==> config.mk <==
export PLATFORM = sky130hd
export DESIGN_NAME = pdm_deserializer_hs
export DESIGN_NICKNAME = d
export VERILOG_FILES = /design/src/rtl/pdm_deserializer_hs.sv
export SDC_FILE = /design/constraint.sdc
export NUM_CORES = 1
export LEC_CHECK = 0
export BUFFER_PORTS_ARGS = -buffer_cell sky130_fd_sc_hd__clkbuf_2
export CAP_MARGIN = 20
export CORE_MARGIN = 2
export CORE_UTILIZATION = 40
export CTS_CLUSTER_DIAMETER = 50
export DETAILED_ROUTE_END_ITERATION = 8
export GPL_TIMING_DRIVEN = 0
export PLACE_DENSITY = 0.68
export SLEW_MARGIN = 20
export SYNTH_ARGS = -nofsm -noshare
export SYNTH_HDL_FRONTEND = slang
export SYNTH_SLANG_ARGS = --single-unit
export TNS_END_PERCENT = 5
==> constraint.sdc <==
create_clock -name clock -period 1.46 [get_ports clock]
set_input_delay 0.292 -clock clock [delete_from_list [all_inputs] [get_ports clock]]
set_output_delay 0.292 -clock clock [all_outputs]
set_load 0.01 [all_outputs]
==> src/rtl/pdm_deserializer_hs.sv <==
// rtl/pdm_deserializer_hs.sv - PDM mic clock generator and WORD_W-bit word deserializer with valid/ready output
// Optional overrun counter port enabled by defining PDM_OVF_COUNT_EN.
module pdm_deserializer_hs #(
    parameter int WORD_W  = 16,
    parameter int CLK_DIV = 100
) (
    input  logic              clock,
    input  logic              reset,
    input  logic              enable,
    input  logic              chan_sel,
    input  logic              data_in,
    output logic              pdm_clk_o,
    output logic              pdm_irsel_o,
    output logic [WORD_W-1:0] data,
    output logic              data_valid,
    input  logic              data_ready,
    input  logic              clear_overrun,
    output logic              overrun
`ifdef PDM_OVF_COUNT_EN
    ,
    output logic [7:0]        overrun_count
`endif
);

    localparam int DIV_W = (CLK_DIV > 2) ? $clog2(CLK_DIV) : 1;
    localparam int BIT_W = (WORD_W > 2) ? $clog2(WORD_W) : 1;

    localparam logic [DIV_W-1:0] DIV_LAST = DIV_W'(CLK_DIV - 1);
    localparam logic [DIV_W-1:0] DIV_HALF = DIV_W'(CLK_DIV / 2);
    localparam logic [DIV_W-1:0] DIV_TICK = DIV_W'(CLK_DIV / 2 - 1);
    localparam logic [BIT_W-1:0] BIT_LAST = BIT_W'(WORD_W - 1);

    typedef enum logic {
        ST_IDLE = 1'b0,
        ST_RUN  = 1'b1
    } state_t;

    state_t              state_q,   state_d;
    logic [DIV_W-1:0]    div_cnt_q, div_cnt_d;
    logic [BIT_W-1:0]    bit_cnt_q, bit_cnt_d;
    logic [WORD_W-1:0]   shift_q,   shift_d;
    logic                pdm_clk_q, pdm_clk_d;
    logic                irsel_q,   irsel_d;
    logic [WORD_W-1:0]   data_q,    data_d;
    logic                valid_q,   valid_d;
    logic                ovr_q,     ovr_d;

    logic [DIV_W-1:0]    div_nxt;
    logic [WORD_W-1:0]   word;
    logic                xfer;
    logic                word_done;
    logic                drop;

    always_ff @(posedge clock) begin
        if (reset) begin
            state_q   <= ST_IDLE;
            div_cnt_q <= '0;
            bit_cnt_q <= '0;
            shift_q   <= '0;
            pdm_clk_q <= 1'b0;
            irsel_q   <= 1'b0;
            data_q    <= '0;
            valid_q   <= 1'b0;
            ovr_q     <= 1'b0;
        end else begin
            state_q   <= state_d;
            div_cnt_q <= div_cnt_d;
            bit_cnt_q <= bit_cnt_d;
            shift_q   <= shift_d;
            pdm_clk_q <= pdm_clk_d;
            irsel_q   <= irsel_d;
            data_q    <= data_d;
            valid_q   <= valid_d;
            ovr_q     <= ovr_d;
        end
    end

    always_comb begin
        state_d   = state_q;
        div_cnt_d = div_cnt_q;
        bit_cnt_d = bit_cnt_q;
        shift_d   = shift_q;
        pdm_clk_d = pdm_clk_q;
        irsel_d   = irsel_q;
        data_d    = data_q;
        valid_d   = valid_q;
        ovr_d     = ovr_q;
        div_nxt   = '0;
        word      = {shift_q[WORD_W-2:0], data_in};
        word_done = 1'b0;
        xfer      = valid_q & data_ready;

        if (xfer) begin
            valid_d = 1'b0;
        end

        case (state_q)
            ST_IDLE: begin
                div_cnt_d = '0;
                bit_cnt_d = '0;
                shift_d   = '0;
                pdm_clk_d = 1'b0;
                if (enable) begin
                    state_d = ST_RUN;
                    irsel_d = chan_sel;
                end
            end
            ST_RUN: begin
                if (!enable) begin
                    // Leaving RUN drops the partial word; a pending output word survives.
                    state_d   = ST_IDLE;
                    div_cnt_d = '0;
                    bit_cnt_d = '0;
                    shift_d   = '0;
                    pdm_clk_d = 1'b0;
                end else begin
                    div_nxt   = (div_cnt_q == DIV_LAST) ? '0 : div_cnt_q + 1'b1;
                    div_cnt_d = div_nxt;
                    pdm_clk_d = (div_nxt >= DIV_HALF);
                    if (div_cnt_q == DIV_TICK) begin
                        shift_d = word;
                        if (bit_cnt_q == BIT_LAST) begin
                            bit_cnt_d = '0;
                            word_done = 1'b1;
                        end else begin
                            bit_cnt_d = bit_cnt_q + 1'b1;
                        end
                    end
                end
            end
            default: begin
                state_d = ST_IDLE;
            end
        endcase

        drop = word_done & valid_q & ~data_ready;
        if (word_done && !drop) begin
            data_d  = word;
            valid_d = 1'b1;
        end

        if (drop) begin
            ovr_d = 1'b1;
        end else if (clear_overrun) begin
            ovr_d = 1'b0;
        end
    end

`ifdef PDM_OVF_COUNT_EN
    logic [7:0] ovf_cnt_q, ovf_cnt_d;
    logic [7:0] ovf_base;

    // Clear is applied first so a drop on the clearing edge leaves a count of 1.
    always_comb begin
        ovf_base  = clear_overrun ? 8'd0 : ovf_cnt_q;
        ovf_cnt_d = ovf_base;
        if (drop) begin
            ovf_cnt_d = (ovf_base == 8'hFF) ? 8'hFF : ovf_base + 8'd1;
        end
    end

    always_ff @(posedge clock) begin
        if (reset) begin
            ovf_cnt_q <= 8'd0;
        end else begin
            ovf_cnt_q <= ovf_cnt_d;
        end
    end

    assign overrun_count = ovf_cnt_q;
`endif

    assign pdm_clk_o   = pdm_clk_q;
    assign pdm_irsel_o = irsel_q;
    assign data        = data_q;
    assign data_valid  = valid_q;
    assign overrun     = ovr_q;

endmodule

# Word-level counts from Yosys, hierarchy flattened
# Index checks and enable logic that the tools add are counted.
[word_totals] reg_bits=47 in_bits=7 out_inout_bits=20 wordCells=47
[op_classes] n_addsub=2 magnitude_cmp=1 eq_ne=4 mux=21 bitwise_logic=5 reduce_logical=5
[op_table] cell="$mux 15" n=2
[op_table] cell="$pmux 15 s2" n=1
[op_table] cell="$mux 7" n=2
[op_table] cell="$pmux 7 s2" n=1
[op_table] cell="$mux 4" n=3
[op_table] cell="$mux 1" n=10
[op_table] cell="$pmux 4 s2" n=1
[op_table] cell="$add 7x1->7 const B" n=1
[op_table] cell="$eq 7x6->1 const B" n=1
[op_table] cell="$eq 7x7->1 const B" n=1
[op_table] cell="$ge 7x6->1 const B" n=1
[op_table] cell="$add 4x1->4 const B" n=1
[op_table] cell="$eq 4x4->1 const B" n=1
[op_table] cell="$reduce_bool 2->1" n=2
[op_table] cell="$and 1x1->1" n=3
[op_table] cell="$ne 3x2->1 const B" n=1
[op_table] cell="$not 1->1" n=2
[op_table] cell="$pmux 1 s2" n=1
[op_table] cell="$reduce_and 2->1" n=1
[op_table] cell="$logic_and 1x1->1" n=1
[op_table] cell="$logic_not 1->1" n=1

# Depth between registers and ports, before layout
# Gate-level depths: netlist of the first run.
[depth] depth_word=10 mapped_depth=8 ltp_nobuf=6

# Least setup slack after synthesis of the first run
# No wires, ideal clock.
[synth_timing] path_kind="reg2reg" from="register div_cnt_q[0]" to="register data_q[0], in the netlist data[0]" setup_time_ns=0.132 t_arrival_ns=1.434 t_required_ns=1.328 setup_slack_ns=-0.106 stages_incl_launch_ff=7 path_buffers=1 period_less_slack_ns=1.566 cell_sequence="dfxtp_1 -> ha_1 -> and4b_4 -> nand4_1 -> clkbuf_1 -> o21ai_0 -> a21oi_1"
[synth_via] elab_chain_len=8
[synth_lines] element="from (decl)" line_no="39" rtl="logic [DIV_W-1:0] div_cnt_q, div_cnt_d;"
[synth_lines] element="from (signal assigned)" line_no="67" rtl="div_cnt_q <= div_cnt_d;"
[synth_lines] element="$eq 7x6->1 *" line_no="120" rtl="if (div_cnt_q == DIV_TICK) begin"
[synth_lines] element="$mux 1 *" line_no="120"
[synth_lines] element="$mux 1 *" line_no="109" rtl="if (!enable) begin"
[synth_lines] element="$mux 1 *" line_no="97" rtl="case (state_q)"
[synth_lines] element="$and 1x1->1 (2 in a row)" line_no="136" rtl="drop = word_done & valid_q & ~data_ready;"
[synth_lines] element="$logic_not 1->1" line_no="137" rtl="if (word_done && !drop) begin"
[synth_lines] element="$logic_and 1x1->1 *" line_no="137"
[synth_lines] element="to (signal assigned)" line_no="72" rtl="data_q <= data_d;"
[synth_lines] element="to (decl)" line_no="44" rtl="logic [WORD_W-1:0] data_q, data_d;"
# Mark *: on every way between the ends. The rest lies on a longest branch, timed or not.
# A chain may end at the register's enable or synchronous reset.

# Worst setup path after layout of the first run
[layout_timing] from="register div_cnt_q[1]" to="register data_q[2], in the netlist data[2]"
# The elaborated chain is that of the path after synthesis.

==> results of run 1 <==
-- critical path, stage by stage (launching register included) --
cell	delay, ps
dfxtp_4	360
inv_4	60
ha_4	130
and4b_4	260
nand4_1	150
clkbuf_8	210
o21ai_0	200
a21oi_2	70
-- power groups by stage --
| stage | sequential [W] | clock [W] | combinational [W] |
|---|---|---|---|
| after global placement | 0.00132 | 0 | 0.0000409 |
| final | 0.00128 | 0.000734 | 0.0000469 |
| after detailed placement | 0.00132 | 0 | 0.0000412 |
| after floorplan | 0.00132 | 0 | 0.0000220 |
| after CTS | 0.00128 | 0.000747 | 0.0000457 |
| after global routing | 0.00128 | 0.000766 | 0.0000522 |
-- cell type report --
| class | count | area, um2 |
|---|---|---|
| inverters | 2 | 10.0 |
| multi-input cells | 159 | 933 |
| clock buffers | 6 | 72.6 |
| repair buffers | 35 | 201 |
| flip-flops and latches | 47 | 951 |
| fillers | 426 | 2090 |
| well taps | 52 | 65.1 |
| plain buffers | 14 | 118 |
-- cell usage after synthesis --
| library cell | number |
|---|---|
| nand4_1 | 1 |
| nand2_2 | 1 |
| nand2b_1 | 1 |
| o21ai_0 | 18 |
| ha_1 | 3 |
| buf_6 | 2 |
| o31ai_1 | 1 |
| a21oi_1 | 38 |
| buf_4 | 3 |
| and3_1 | 1 |
| or2_2 | 1 |
| inv_1 | 2 |
| or3_1 | 2 |
| dfxtp_1 | 47 |
| nor3_1 | 1 |
| clkbuf_1 | 8 |
| and2_2 | 1 |
| a31o_1 | 1 |
| nor2b_1 | 6 |
| and4b_4 | 1 |
| mux2i_1 | 1 |
| and2_1 | 1 |
| xnor2_1 | 2 |
| nand3_1 | 20 |
| and4_1 | 1 |
| nand2_1 | 37 |
| nor2_4 | 1 |
| nand4b_1 | 1 |
| nor2_1 | 10 |
| and3b_1 | 1 |
| xor2_1 | 3 |
| o21bai_2 | 1 |
| a21boi_0 | 1 |
| clkbuf_2 | 1 |
| or4_1 | 1 |
| nand3b_1 | 1 |
-- worst max-delay path by stage --
stage	start	endpoint	cells after the start	slack, ps
6_report	div_cnt_q[1]	data[2]	7	-110
5_1_grt	div_cnt_q[1]	data[2]	8	-170
4_1_cts	div_cnt_q[1]	data[1]	8	-70
3_5_place_dp	div_cnt_q[0]	data[0]	6	-360
3_3_place_gp	div_cnt_q[0]	data[0]	6	-340
2_1_floorplan	div_cnt_q[0]	bit_cnt_q[3]	5	-9
-- state kept, by name, summed over array words and instances (netlist names), 4 cells and up --
register   count
data          16
shift_q       15
div_cnt_q      7
bit_cnt_q      4
-- metrics by stage --
| step | util [%] | instance area, um2 |
|---|---|---|
| after global routing | 52.9 | 2350 |
| after floorplan | - | 1890 |
| final | 52.9 | 2350 |
| after detailed placement | 46.8 | 2080 |
| after global placement | 46.8 | 2080 |
| after CTS | 51.5 | 2290 |
-- layer usage --
layer  share of wire [%]  vias up  wire length (um)
li1                    -      838                 -
met1                  49      739              1900
met2                  46       34              1810
met3                 4.1        7               159
met4                 1.0        0                40
met5                   0        -                 0
-- layout by cell type (no fill, tap or decap), types with 3 or more instances in the layout --
cell,count
buf_6,4
clkbuf_1,5
o21ai_0,12
nand3_2,6
a21oi_2,4
clkbuf_2,28
clkbuf_8,6
o21ai_1,6
buf_4,10
dfxtp_1,43
nor2_1,10
nor2b_1,6
xor2_1,3
nand3_1,14
nand2_1,37
a21oi_1,34
-- cells by family (layout without fill, tap and decap cells) --
logic type	Yosys count	in the layout	share of synthesized area, %
buffers and inverters	16	57	4.66
adders and majority gates	3	3	2.00
and+or+nand+nor	90	90	23.6
AOI/OAI and AO/OA	60	60	16.8
DFF	47	47	50.1
xor gates and xnor gates	5	5	2.33
muxes	1	1	0.533
-- repair_timing --
| item | CTS | global route |
|---|---|---|
| gates resized for setup | 23 | 23 |
| setup endpoints to repair | 31 | 36 |
| gates cloned | 1 | 0 |
| pin swaps | 8 | 8 |
| setup buffers | 8 | 0 |
==> out/metrics.cfg, run 1 <==
[timing]
worst_pin_slew_ps=529
whs_ps=229
fin_ws_ps=-107
max_freq_mhz=638
maxSlewViolCount=0
period_minus_slack_ps=1570
skew_ps=5.73
hold_viol=0
rsz0062_at_grt=yes
period_share_pct=107
timing.slew.headroom_pct=64.7
setup_violations=23
setup_tns_ps=-1260

[clock_network]
hold_buffers=0
h-tree-depth=2
clk_path_buf_depth=2
root_buffer=clkbuf_8
cts.sinks=47
cts_buffers=5
clk_pin_slew_ps=80
cts_tree=done
worstSkewPairLatency_ps=300

[die]
chipWidth_um=72.5
dieArea_um2=5260
initial_core_util_pct=42.3
fp.dieH_um=72.5
core_um2=4440
io_pins=27
rows=24

[synth]
ys_seq_area_share_pct=50.1
synth_seq_cells=47
yosysUniqueCellTypes=36
synth.avg_cell_area_um2=8.46
synthCells=222
synth_top_area_cell=dfxtp_1
synth.yosys.warnings=0
synth_area_um2=1880
ys_top_cells_by_area=dfxtp_1 50%, a21oi_1 10%, nand2_1 7.4%
synth.net_count=232
synth_top_area_share_pct=50.1

[critical_path]
cp-end-kind=register
r2r-start=div_cnt_q[1]
worstPathMaxFanout=10
rr_worst_depth=7
reg2reg_to=data[2]
cp.arrival_ps=1740
reg2reg_slack_ps=-110
cp_data_required_time_ps=1630
crit_path_start_kind=register
path_class=register to register

[routing]
drc=0
drtAntennaViolNets=0
via_count=1618
drtPass1Iterations=4
via_per_inst=5.14
wire_per_inst_um=12.4
drt-initial-drc-count=90
wl_mm=3.91

[power]
switchingPower_w=0.000444
clkPwrFrac_pct=35.5
peakVddDrop_mv=0.538
power_density_nw_per_um2=878
swShare_pct=21.5
leakage_nw=0.821
pwr-share-comb_pct=2.3
intPower_w=0.00162
p_seq_share_pct=62.2
power_w=0.00206

[finish]
nets=274
diodes=0
drive_gt1_share_pct=28.5
syn2layout_area_growth_pct=25.2
fin_cells=315

[grt]
grtUsageMet1_pct=19.7
met3_usage_pct=3.89
grt.overflow.total=0
grt_max_degree=13
top_usage_layer=met2
grt.total_usage_pct=15.6
antenna_found_initial=0
grt_pass1_vias=1542
grt_pass1_wl_mm=6.52
use_met2_pct=26.1

[min_path]
min_from=chan_sel
whs_endpoint=pdm_irsel_o
hold_path_class=primary input to register
hold_depth=3

[placed_design]
port_buffers=26
place_hpwl_mm=2.56
dpl.cell_count=300
place.gp.congestion=0.796
dpl_worst_slack_ps=-363

[status]
violations=setup timing
status=complete, but fails checks

[job]
max_cap_violations=0

Note: power is estimated with default switching activity, not from simulation.
==> run 2: changes to the inputs <==
GPL_TIMING_DRIVEN = not set   (was 0)
PLACE_DENSITY = 0.63   (was 0.68)
==> run 2 against run 1 <==
Net effect:
- the run still ends with setup timing left
- utilization shrank 0.48 points
- sequential cell count unchanged
- clock skew up 2.1 ps
- via count stayed put
- critical path depth is the same
- combinational power increased by 3%
- design area down 0.90%
- final cell count is 0.32% lower
- register-to-register slack improved by 30 ps
- first-iteration DRC count up 4.4%
- die area did not move
- critical path type unchanged
- largest cell class unchanged
==> out/metrics.cfg, run 2 (same netlist as run 1, synthesis figures left out) <==
[critical_path]
cp_top_family=simple AND/OR/NAND/NOR gates
path_buf_inv=2  ; unchanged
critPathSlowestCell=dfxtp_2
cp_data_required_time_ps=1640  ; about the same
worstPathMaxFanout=17  ; +7
path_class=register to register
crit_path_start_kind=register
max_stage_delay_ps=340  ; -20 ps
cp-end-kind=register
crit_path_cell_trace=inv_2, ha_4, and4b_4, nand4_1, buf_6, o21ai_0, a21oi_2
cp.arrival_ps=1710  ; -30 ps
reg2reg_slack_ps=-70  ; +30 ps

[die]
rows=24  ; unchanged
initial_core_util_pct=42.3  ; unchanged
chipWidth_um=72.5  ; unchanged
io_pins=27  ; unchanged
fp.dieH_um=72.5  ; unchanged
dieArea_um2=5260  ; unchanged
core_um2=4440  ; unchanged

[power]
power_w=0.00212  ; +2.6%
peakVddDrop_mv=0.601  ; +12%
intPower_w=0.00168  ; +3.3%
leakage_nw=0.832  ; +1.3%
swShare_pct=20.9  ; -0.56 points
p_seq_share_pct=60.7  ; -1.5 points
pwr-share-comb_pct=2.3  ; about the same
switchingPower_w=0.000444  ; about the same
power_density_nw_per_um2=909  ; +3.5%
clkPwrFrac_pct=37.0  ; +1.5 points

[clock_network]
root_buffer=clkbuf_8
cts_buffers=5  ; unchanged
worstSkewPairLatency_ps=300  ; about the same
cts.sinks=47  ; unchanged
cts_tree=done
hold_buffers=0  ; unchanged
h-tree-depth=2  ; unchanged
clk_path_buf_depth=2  ; unchanged
clk_pin_slew_ps=80  ; about the same

[timing]
period_share_pct=105  ; -2.4 points
period_minus_slack_ps=1530  ; -34.8 ps
rsz0062_at_grt=yes
hold_viol=0  ; unchanged
fin_ws_ps=-72.1  ; +34.8 ps
max_freq_mhz=653  ; +2.3%
setup_violations=12  ; -48%
maxSlewViolCount=0  ; unchanged
skew_ps=7.85  ; +2.12 ps
timing.slew.headroom_pct=55.6  ; -9.1 points
worst_pin_slew_ps=666  ; +137 ps

[grt]
grt_pass1_wl_mm=6.80  ; +4.2%
grt.total_usage_pct=16.3  ; +0.72 points
grt_pass1_vias=1488  ; -3.5%
grt_max_degree=22  ; +9
antenna_found_initial=0  ; unchanged
grt.overflow.total=0  ; unchanged

[min_path]
hold_path_class=primary input to register

[finish]
diodes=0  ; unchanged
fin_cells=314  ; -0.32%
largest_reg_flops=16  ; unchanged
nets=272  ; -0.73%
fin_area_um2=2330  ; -0.90%
nFillCells=430  ; +0.94%
final_common_cell=dfxtp_1
syn2layout_area_growth_pct=24.1
drive_gt1_share_pct=28.2  ; -0.27 points
utilization_pct=52.4  ; -0.48 points
layout_common_cells=45 x dfxtp_1, 37 x nand2_1, 33 x a21oi_1

[routing]
wire_per_inst_um=12.2  ; -1.5%
drc=0  ; unchanged
via_per_inst=5.15  ; +0.32%
via_count=1618  ; unchanged
drtAntennaViolNets=0  ; unchanged
wl_mm=3.84  ; -1.8%
drtPass1Iterations=4  ; unchanged
drt-initial-drc-count=94  ; +4.4%

[placed_design]
dpl.cell_count=303  ; +1.0%
place_hpwl_mm=2.55  ; -0.66%
port_buffers=26  ; unchanged
place_area_um2=2140  ; +2.6%
place.gp.congestion=0.803  ; +0.92%

[job]
max_cap_violations=0  ; unchanged

[status]
violations=setup timing
status=complete, but fails checks

## run 2: layout make-up
class / instances / area, um2 / share of cell area (%)
flip-flops and latches: 47 / 946 / 40.6
inverters: 2 / 7.51 / 0.322
well taps: 52 / 65.1 / 2.79
clock buffers: 6 / 82.6 / 3.54
clock inverters: 1 / 5.00 / 0.215
multi-input cells: 159 / 916 / 39.3
repair buffers: 47 / 308 / 13.2
## run 2: what timing repair did
action | in CTS | in global routing
buffers inserted | 4 | 0
pin swaps | 4 | 1
gates resized for setup | 6 | 16
setup endpoints to repair | 21 | 37
## run 2: worst reg2reg max path: stages (launching register included)
cell     delay [ps]
dfxtp_2         340
inv_2            70
ha_4            130
and4b_4         270
nand4_1         120
buf_6           180
o21ai_0         230
a21oi_2          90
## run 2: metal layers
| layer | global-route usage (%) | vias up | share of wire (%) |
|---|---|---|---|
| li1 | - | 833 | - |
| met1 | 20.0 | 757 | 48 |
| met2 | 28.0 | 23 | 49 |
| met3 | 3.75 | 5 | 3.0 |
| met4 | 5.56 | 0 | 0.99 |
| met5 | 0 | - | 0 |
## run 2: path summary, 6_finish.rpt
path,startpoint,end,depth (start not counted)
min,data_in,shift_q[0],3
min reg2reg,shift_q[14],shift_q[14],2
max reg2reg,div_cnt_q[1],data[6],7
max,div_cnt_q[1],data[6],7
## run 2: metrics by stage
stage	setup slack [ps]	setup TNS [ps]	hold slack, ps
2_1_floorplan	-8.71	-78.8	420
3_3_place_gp	-15.4	-31.3	445
3_5_place_dp	-59.4	-170	447
4_1_cts	-43.2	-105	221
5_1_grt	-213	-3190	240
6_report	-72.1	-259	229
## run 2: power groups by stage
stage               clock (W)  combinational [W]  sequential, W
floorplan                   0          0.0000220        0.00132
global placement            0          0.0000448        0.00132
detailed placement          0          0.0000452        0.00132
CTS                  0.000811          0.0000474        0.00129
global route         0.000862          0.0000520        0.00129
finish               0.000784          0.0000481        0.00129
==> run 3: changes to the inputs <==
CORE_MARGIN = 1.5   (was 2)
==> run 3 against run 2 <==
Net effect:
- the flow finishes with violations (DRC, setup timing)
- maximum frequency is 3.5% higher
- count of clock-buffer cells in the layout unchanged
- sequential share of layout area down 0.43 points
- largest cell class unchanged
- worst hold slack got worse by 10 ps
- critical path depth unchanged
- first-iteration DRC count fell by 6.4%
- global-route usage fell by 0.36 points
- critical endpoint is now bit_cnt_q[0]
- sequential power barely moved
- largest power group unchanged
- non-clock buffer count grew 1
- highest routed layer unchanged
- final cell count grew 0.64%
- worst setup slack better by 52 ps
- power increased by 16%
==> out/metrics.cfg, run 3 (same netlist as run 1, synthesis figures left out) <==
[status]
status=complete, but fails checks
violations=DRC, setup timing

[power]
power_density_nw_per_um2=1050  ; +15%
peakVddDrop_mv=0.853  ; +42%
leakage_nw=0.855  ; +2.8%

[finish]
nets=273  ; +0.37%
fin_cells=316  ; +0.64%
diodes=0  ; unchanged
syn2layout_area_growth_pct=25.0
layout_common_cells=45 x dfxtp_1, 37 x nand2_1, 35 x a21oi_1
regArea_um2=943  ; -0.26%
drive_gt1_share_pct=27.3  ; -0.97 points
largest_reg_flops=16  ; unchanged
multi_input_comb_area_um2=888  ; -3.0%
final_common_cell=dfxtp_1
nFillCells=431  ; +0.23%

[critical_path]
cp-end-kind=register
cp.arrival_ps=1730  ; +20 ps
cp_data_required_time_ps=1710  ; +70 ps
crit_path_start_kind=register
worstPathMaxFanout=5  ; -12
path_class=register to register

[clock_network]
worstSkewPairLatency_ps=310  ; about the same
clk_pin_slew_ps=90  ; about the same
hold_buffers=0  ; unchanged
clk_path_buf_depth=2  ; unchanged
root_buffer=clkbuf_8
cts_tree=done
h-tree-depth=2  ; unchanged
cts.sinks=47  ; unchanged
cts_buffers=5  ; unchanged

[grt]
grt_pass1_wl_mm=6.43  ; -5.4%
grt.total_usage_pct=15.9  ; -0.36 points
grt_max_degree=22  ; unchanged
grt_pass1_vias=1481  ; -0.47%
grt.overflow.total=0  ; unchanged
antenna_found_initial=0  ; unchanged

[timing]
hold_viol=0  ; unchanged
max_freq_mhz=675  ; +3.5%
period_share_pct=101  ; -3.5 points
skew_ps=6.28  ; -1.57 ps
setup_violations=2  ; -10
period_minus_slack_ps=1480  ; -51.5 ps
maxSlewViolCount=0  ; unchanged
worst_pin_slew_ps=625  ; -41.2 ps
fin_ws_ps=-20.6  ; +51.5 ps
whs_ps=219  ; -10.2 ps
timing.slew.headroom_pct=58.3  ; +2.7 points
rsz0062_at_grt=yes

[placed_design]
place_hpwl_mm=2.55  ; +0.25%
dpl_worst_slack_ps=-84.9  ; -25.5 ps
place.gp.congestion=0.814  ; +1.3%
port_buffers=26  ; unchanged
dpl.cell_count=305  ; +0.66%

[routing]
drtPass1Iterations=6  ; +2
drt-initial-drc-count=88  ; -6.4%
via_per_inst=4.96  ; -3.8%
drtAntennaViolNets=0  ; unchanged
via_count=1566  ; -3.2%
wire_per_inst_um=11.5  ; -5.8%
wl_mm=3.65  ; -5.2%
drc=2  ; +2

[min_path]
hold_path_class=primary input to register

[die]
core_um2=4440  ; unchanged
rows=24  ; unchanged
chipWidth_um=71.5  ; -1.4%
fp.dieH_um=71.5  ; -1.4%
io_pins=27  ; unchanged
dieArea_um2=5120  ; -2.7%
initial_core_util_pct=42.3  ; unchanged

[job]
max_cap_violations=0  ; unchanged

-- run 3: cell count changes in the layout (fill, tap and decap cells not counted), sizes merged --
cell / before / now
buf: 21 / 22
clkinv: 1 / 0
bufinv: 0 / 2
-- run 3: layout make-up --
type                            instances  share of cell area (%)
Clock buffer                            6                    3.09
Clock inverter                          2                    2.56
Inverter                                2                   0.320
Multi-Input combinational cell        159                    37.8
Sequential cell                        47                    40.2
Tap cell                               52                    2.77
Timing Repair Buffer                   48                    13.3
-- run 3: timing repair --
action                                  in CTS  in global routing
resized for setup                            8                 13
pin swaps                                    3                  0
setup buffers                                2                  1
endpoints found under the setup margin      19                 36
-- run 3: final timing paths --
check	start	endpoint	slack [ps]	cells past startpoint
worst max register to register	div_cnt_q[1]	bit_cnt_q[0]	-20	7
worst min register to register	shift_q[14]	shift_q[14]	460	2
worst min-delay path	chan_sel	pdm_irsel_o	220	3
worst max-delay path	div_cnt_q[1]	bit_cnt_q[0]	-20	7
-- run 3: critical path, stage by stage, from the launching register on --
cell	delay, ps
dfxtp_2	330
inv_2	60
ha_4	120
and4b_4	260
nand2_2	70
buf_4	140
or3_1	330
a21oi_1	110
-- run 3: stage by stage --
stage	power (W)	TNS, ps	util, %	cell area (um2)
finish	0.00246	-39.0	52.8	2350
global route	0.00253	-2000	52.8	2350
CTS	0.00247	-48.3	52.4	2330
detailed placement	0.00136	-413	48.4	2150
global placement	0.00136	-36.9	48.4	2150
floorplan	0.00134	-78.8	-	1890
-- run 3: metal layers --
layer / vias up / GRT usage, % / share of wire [%]
met2: 21 / 26.2 / 47
met4: 0 / 3.77 / 1.6
met1: 702 / 20.3 / 48
met3: 7 / 5.49 / 3.3
met5: - / 0 / 0
li1: 836 / - / -
-- run 3: report_power, final --
part / switching, W / leakage, nW / internal (W)
sequential: 0.00000278 / 0.380 / 0.00128
clock: 0.000445 / 0.0654 / 0.000684
combinational: 0.0000257 / 0.410 / 0.0000201
total: 0.000473 / 0.855 / 0.00199
